[src/rtl/dm_arbiter.sv]
// dm_arbiter: two-master arbiter/sequencer in front of the single-port data memory.
//   Master 0 is the processor top, master 1 the debug/loader port.
//   At most one transaction is in flight: IDLE picks a winner, ISSUE drives the
//   dm strobes for one cycle, and WAIT (reads only) counts MEM_LAT cycles before
//   returning the read data with a one-cycle rvalid pulse.
//
// Ports:
//   clk, rst                   clock (rising edge), asynchronous active-low reset
//   mN_req/we/addr/wdata       master N request, held until mN_gnt
//   mN_gnt                     one-cycle accept pulse (the ISSUE cycle)
//   mN_rvalid/mN_rdata         read return; rdata holds until N's next read
//   DM_enable/read/write       dm strobes, high only in the ISSUE cycle
//   DM_address/DM_in           dm address and write data (0 outside ISSUE)
//   DM_out                     dm read data, sampled MEM_LAT edges after the
//                              edge that raises enable+read (MEM_LAT=1 means a
//                              dm whose read data is valid in the strobe cycle)
//
// Build option: define DM_ARB_FIXED_PRI_EN for strict priority (master 0 wins
// every tie); otherwise ties are resolved round-robin on the last winner.
// All outputs are registered.
module dm_arbiter #(
    parameter int ADDR_W  = 12,
    parameter int DATA_W  = 32,
    parameter int MEM_LAT = 1
) (
    input  logic              clk,
    input  logic              rst,
    input  logic              m0_req,
    input  logic              m0_we,
    input  logic [ADDR_W-1:0] m0_addr,
    input  logic [DATA_W-1:0] m0_wdata,
    output logic              m0_gnt,
    output logic              m0_rvalid,
    output logic [DATA_W-1:0] m0_rdata,
    input  logic              m1_req,
    input  logic              m1_we,
    input  logic [ADDR_W-1:0] m1_addr,
    input  logic [DATA_W-1:0] m1_wdata,
    output logic              m1_gnt,
    output logic              m1_rvalid,
    output logic [DATA_W-1:0] m1_rdata,
    output logic              DM_enable,
    output logic              DM_read,
    output logic              DM_write,
    output logic [ADDR_W-1:0] DM_address,
    output logic [DATA_W-1:0] DM_in,
    input  logic [DATA_W-1:0] DM_out
);

    typedef enum logic [1:0] {IDLE, ISSUE, WAIT} state_t;

    state_t            state, state_n;
    logic [2:0]        cnt, cnt_n;
    logic              ptr, ptr_n;       // last winner
    logic              win, win_n;       // master owning the transaction in flight
    logic              pick;             // arbitration result: 1 = master 1
    logic              cap;              // load rdata/rvalid at this edge
    logic              m0_gnt_n, m1_gnt_n, m0_rvalid_n, m1_rvalid_n;
    logic [DATA_W-1:0] m0_rdata_n, m1_rdata_n;
    logic              en_n, rd_n, wr_n;
    logic [ADDR_W-1:0] addr_n;
    logic [DATA_W-1:0] din_n;

    always_comb begin
`ifdef DM_ARB_FIXED_PRI_EN
        pick = ~m0_req;
`else
        pick = (m0_req && m1_req) ? ~ptr : ~m0_req;
`endif
    end

    always_comb begin
        state_n     = state;
        cnt_n       = cnt;
        ptr_n       = ptr;
        win_n       = win;
        cap         = 1'b0;
        m0_gnt_n    = 1'b0;
        m1_gnt_n    = 1'b0;
        m0_rvalid_n = 1'b0;
        m1_rvalid_n = 1'b0;
        m0_rdata_n  = m0_rdata;
        m1_rdata_n  = m1_rdata;
        en_n        = 1'b0;
        rd_n        = 1'b0;
        wr_n        = 1'b0;
        addr_n      = '0;
        din_n       = '0;
        case (state)
            IDLE: begin
                if (m0_req || m1_req) begin
                    // The DM_* output registers double as the latch for the
                    // winner's we/addr/wdata during ISSUE.
                    state_n  = ISSUE;
                    win_n    = pick;
                    ptr_n    = pick;
                    m0_gnt_n = ~pick;
                    m1_gnt_n = pick;
                    en_n     = 1'b1;
                    wr_n     = pick ? m1_we : m0_we;
                    rd_n     = ~wr_n;
                    addr_n   = pick ? m1_addr : m0_addr;
                    din_n    = pick ? m1_wdata : m0_wdata;
                end
            end
            ISSUE: begin
                if (DM_write) begin
                    state_n = IDLE;
                end else begin
                    state_n = WAIT;
                    cnt_n   = 3'(MEM_LAT);
                    // rvalid must be visible in the last WAIT cycle, so the
                    // capture happens on the edge that enters it.
                    cap     = (MEM_LAT == 1);
                end
            end
            WAIT: begin
                if (cnt == 3'd1) begin
                    state_n = IDLE;
                end else begin
                    cnt_n = cnt - 3'd1;
                    cap   = (cnt == 3'd2);
                end
            end
            default: state_n = IDLE;
        endcase
        if (cap) begin
            if (win) begin
                m1_rdata_n  = DM_out;
                m1_rvalid_n = 1'b1;
            end else begin
                m0_rdata_n  = DM_out;
                m0_rvalid_n = 1'b1;
            end
        end
    end

    always_ff @(posedge clk or negedge rst) begin
        if (!rst) begin
            state      <= IDLE;
            cnt        <= '0;
            ptr        <= 1'b1;
            win        <= 1'b0;
            m0_gnt     <= 1'b0;
            m1_gnt     <= 1'b0;
            m0_rvalid  <= 1'b0;
            m1_rvalid  <= 1'b0;
            m0_rdata   <= '0;
            m1_rdata   <= '0;
            DM_enable  <= 1'b0;
            DM_read    <= 1'b0;
            DM_write   <= 1'b0;
            DM_address <= '0;
            DM_in      <= '0;
        end else begin
            state      <= state_n;
            cnt        <= cnt_n;
            ptr        <= ptr_n;
            win        <= win_n;
            m0_gnt     <= m0_gnt_n;
            m1_gnt     <= m1_gnt_n;
            m0_rvalid  <= m0_rvalid_n;
            m1_rvalid  <= m1_rvalid_n;
            m0_rdata   <= m0_rdata_n;
            m1_rdata   <= m1_rdata_n;
            DM_enable  <= en_n;
            DM_read    <= rd_n;
            DM_write   <= wr_n;
            DM_address <= addr_n;
            DM_in      <= din_n;
        end
    end

endmodule

[config.mk]
export PLATFORM = sky130hd
export DESIGN_NAME = dm_arbiter
export DESIGN_NICKNAME = d
export VERILOG_FILES = /design/src/rtl/dm_arbiter.sv
export SDC_FILE = /design/constraint.sdc
export NUM_CORES = 1
export LEC_CHECK = 0
export ABC_AREA = 1
export CORE_UTILIZATION = 41
export CTS_CLUSTER_SIZE = 28
export DETAILED_ROUTE_END_ITERATION = 6
export PLACE_DENSITY = 0.88
export SYNTH_ARGS = -nofsm -noshare
export SYNTH_HDL_FRONTEND = slang
export SYNTH_SLANG_ARGS = --single-unit
[constraint.sdc]
create_clock -name clk -period 1.6 [get_ports clk]
set_input_delay 0.32 -clock clk [delete_from_list [all_inputs] [get_ports clk]]
set_output_delay 0.32 -clock clk [all_outputs]
set_load 0.005 [all_outputs]
==> results.yml <==
outcome:
  status: "finished, final reports clean"
placed_design:
  placed_area_um2: 7700
  gp_congestion: 0.800
  io_buffer_count: 240
  hpwl_mm: 10.7
min_path:
  hp-class: "primary input to asynchronous set/reset pin"
detailed_routing:
  via_per_inst: 4.81
  first_pass_iters: 4
  routed_wl_mm: 15.3
  num_vias: 4716
  ant_nets: 0
  drc_errors: 0
  drt_iter0_drc: 484
  post_drt_wl_per_cell_um: 15.6
pwr:
  power_density_nw_per_um2: 1820
  power_switching_mw: 5.39
  seqPwrFrac: 0.324
  peakVddDrop_mv: 0.727
  comb_power_share: 0.453
  leakagePower_nw: 4.70
  p_int_mw: 10.1
  p_clk_frac: 0.223
  switching_share: 0.349
global_routing:
  track_usage: 0.236
  grt-ovfl-total: 0
  grt_max_degree: 46
  grt_pass1_vias: 4710
  antenna_found_initial: 0
  grt_first_pass_wirelength_mm: 23.5
yosys:
  ys_seq_area_frac: 0.592
  netlist.area_leader.share: 0.587
  ys.flop_type: "dfrtp_1"
  async_reset_ff_frac: 1.00
  yosysTopAreaCell: "dfrtp_1"
  yosysMostFrequentCell: "nand2_1"
  synth_edf_count: 0
  synth_seq_cells: 122
  syn_area_um2: 5160
  synth_warnings: 0
  synth_common_cells: "268 x nand2_1, 121 x dfrtp_1, 64 x nand4_1"
  synthCells: 543
  yosysUniqueCellTypes: 24
  synth_nets: 676
  synth_area_leaders: "dfrtp_1 59%, nand2_1 19%, nand4_1 7.8%"
  avgSynthCellArea_um2: 9.50
finish:
  drive_above_1_share: 0.0996
  antenna_cells: 0
  area_delta_synth_final_pct: 64.4
  regArea_um2: 3050
  fillers: 907
  multi_input_area_um2: 1700
  final_util: 0.698
  fin_area_um2: 8480
  nNetsFinal: 935
timing:
  finalHoldViolations: 0
  finalMaxSlewViolations: 0
  fmax_mhz: 637
  tightestPinTransition_ns: 0.323
  rsz0062_at_grt: "yes"
  clock_skew_ns: 0.00578
  period_minus_slack_ns: 1.57
  setup_violations: 0
  tns_ns: 0
  min_period_over_period: 0.981
  whs_ns: 0.374
  relSlewSlack: 0.785
worst_setup_path:
  crit_type: "flip-flop to output port"
  crit_family: "buffers and inverters"
  cp_slowest_stage_delay_ns: 0.52
  cp.required_ns: 1.28
  cp_num_buf_inv: 1
  worstPathArrival_ns: 1.25
  start_kind: "flip-flop"
  worstSetupEndpointType: "output port"
  worstPathCellList: "clkdlybuf4s50_1"
  cp_slowest_cell: "clkdlybuf4s50_1"
  cp_max_fo: 1
  ff2ff_setup_slack_ns: 0.09
die:
  initial_core_util: 0.424
  chipWidth_um: 114
  io-pin-count: 241
  rows: 40
  coreArea_um2: 12200
  dieHeight_um: 114
  dieArea_um2: 13000
clocking:
  clk_latency_ns: 0.39
  root_buffer: "clkbuf_16"
  cts.clk_slew.worst_paths_ns: 0.06
  cts_sinks: 122
  tritoncts: "yes"
  tritoncts.num_buffers: 17
  cts_buffer_depth: 2
  cts_max_level: 4
flow_run:
  maxCapViolCount: 0
cell type report:
type	count	area share
Sequential cell	122	0.360
Timing Repair Buffer	275	0.344
Multi-Input combinational cell	369	0.200
Inverter	17	0.00782
Clock inverter	9	0.00885
Clock buffer	21	0.0543
Tap cell	168	0.0248
logic make-up (layout without fill, tap and decap cells):
family | count (synthesis) | after routing | synth area share
AO/OA/AOI/OAI | 12 | 12 | 0.0116
flip-flops | 122 | 122 | 0.592
AND/OR/NAND/NOR | 350 | 350 | 0.299
adder cells (fa/ha/maj) | 7 | 7 | 0.0170
buffers and inverters | 52 | 322 | 0.0802
state kept, by name (all words and copies together), names as in the netlist:
signal      cells
DM_in          32
m0_rdata       32
m1_rdata       32
DM_address     12
cnt             3
state           2
DM_enable       1
DM_read         1
DM_write        1
m0_gnt          1
m0_rvalid       1
m1_gnt          1
m1_rvalid       1
ptr             1
win             1
path summary, 6_finish.rpt:
check                                         start                  endpoint  depth (start not counted)
max in group asynchronous                       rst           ptr$_DFFE_PN1P_                          3
setup / recovery                DM_in[23]$_DFF_PN0_                 DM_in[23]                          1
hold / removal                                  rst   m0_rdata[7]$_DFFE_PN0P_                          2
min in group clk                       m1_wdata[28]       DM_in[28]$_DFF_PN0_                          3
setup reg to reg               state[1]$_DFFE_PN0P_       DM_in[10]$_DFF_PN0_                          9
hold reg to reg            m0_rdata[25]$_DFFE_PN0P_  m0_rdata[25]$_DFFE_PN0P_                          2
cell usage in the layout, fill, tap and decap left out, types with 2 or more instances in the layout:
| master | instances |
|---|---|
| buf_4 | 23 |
| buf_12 | 9 |
| a21oi_1 | 2 |
| nand3_1 | 2 |
| nor2_1 | 6 |
| clkdlybuf4s50_1 | 171 |
| nand4_1 | 64 |
| dlymetal6s2s_1 | 50 |
| dfrtp_1 | 121 |
| clkinv_2 | 6 |
| nand2_1 | 267 |
| dlygate4sd2_1 | 18 |
| inv_2 | 4 |
| clkinvlp_4 | 2 |
| inv_1 | 12 |
| nand3_4 | 2 |
| ha_1 | 6 |
| clkbuf_8 | 2 |
| o21ai_0 | 9 |
| nand2_2 | 4 |
| clkbuf_1 | 2 |
| nor2_4 | 2 |
| clkbuf_16 | 19 |
repair_timing:
item,in CTS,in global routing
resized for setup,18,55
endpoints found under the hold margin,18,0
setup endpoints to repair,20,116
hold buffers,1,0
pin swaps,0,1
gates cloned,0,2
setup buffers,2,6
routing by layer:
metal	GRT usage	share of wire
met5	0	0
met4	0.0926	0.019
met3	0.0852	0.089
met2	0.407	0.52
met1	0.267	0.37
power groups by stage:
| stage | combinational (mW) | clock (mW) | sequential, mW |
|---|---|---|---|
| finish | 7.00 | 3.45 | 5.01 |
| global route | 7.73 | 3.68 | 5.15 |
| CTS | 6.88 | 3.53 | 5.05 |
| detailed placement | 6.92 | 0 | 5.09 |
| global placement | 6.77 | 0 | 5.04 |
| floorplan | 3.51 | 0 | 5.15 |
stage by stage:
stage          cells  worst slack (ns)  power (mW)
3_5_place_dp     940           -0.0452        12.0
6_report         981            0.0297        15.5
5_1_grt          981           -0.0200        16.6
2_1_floorplan    543             0.190        8.66
4_1_cts          973          0.000956        15.5
3_3_place_gp     940            0.0471        11.8
Note: power is estimated with default switching activity, not from simulation.
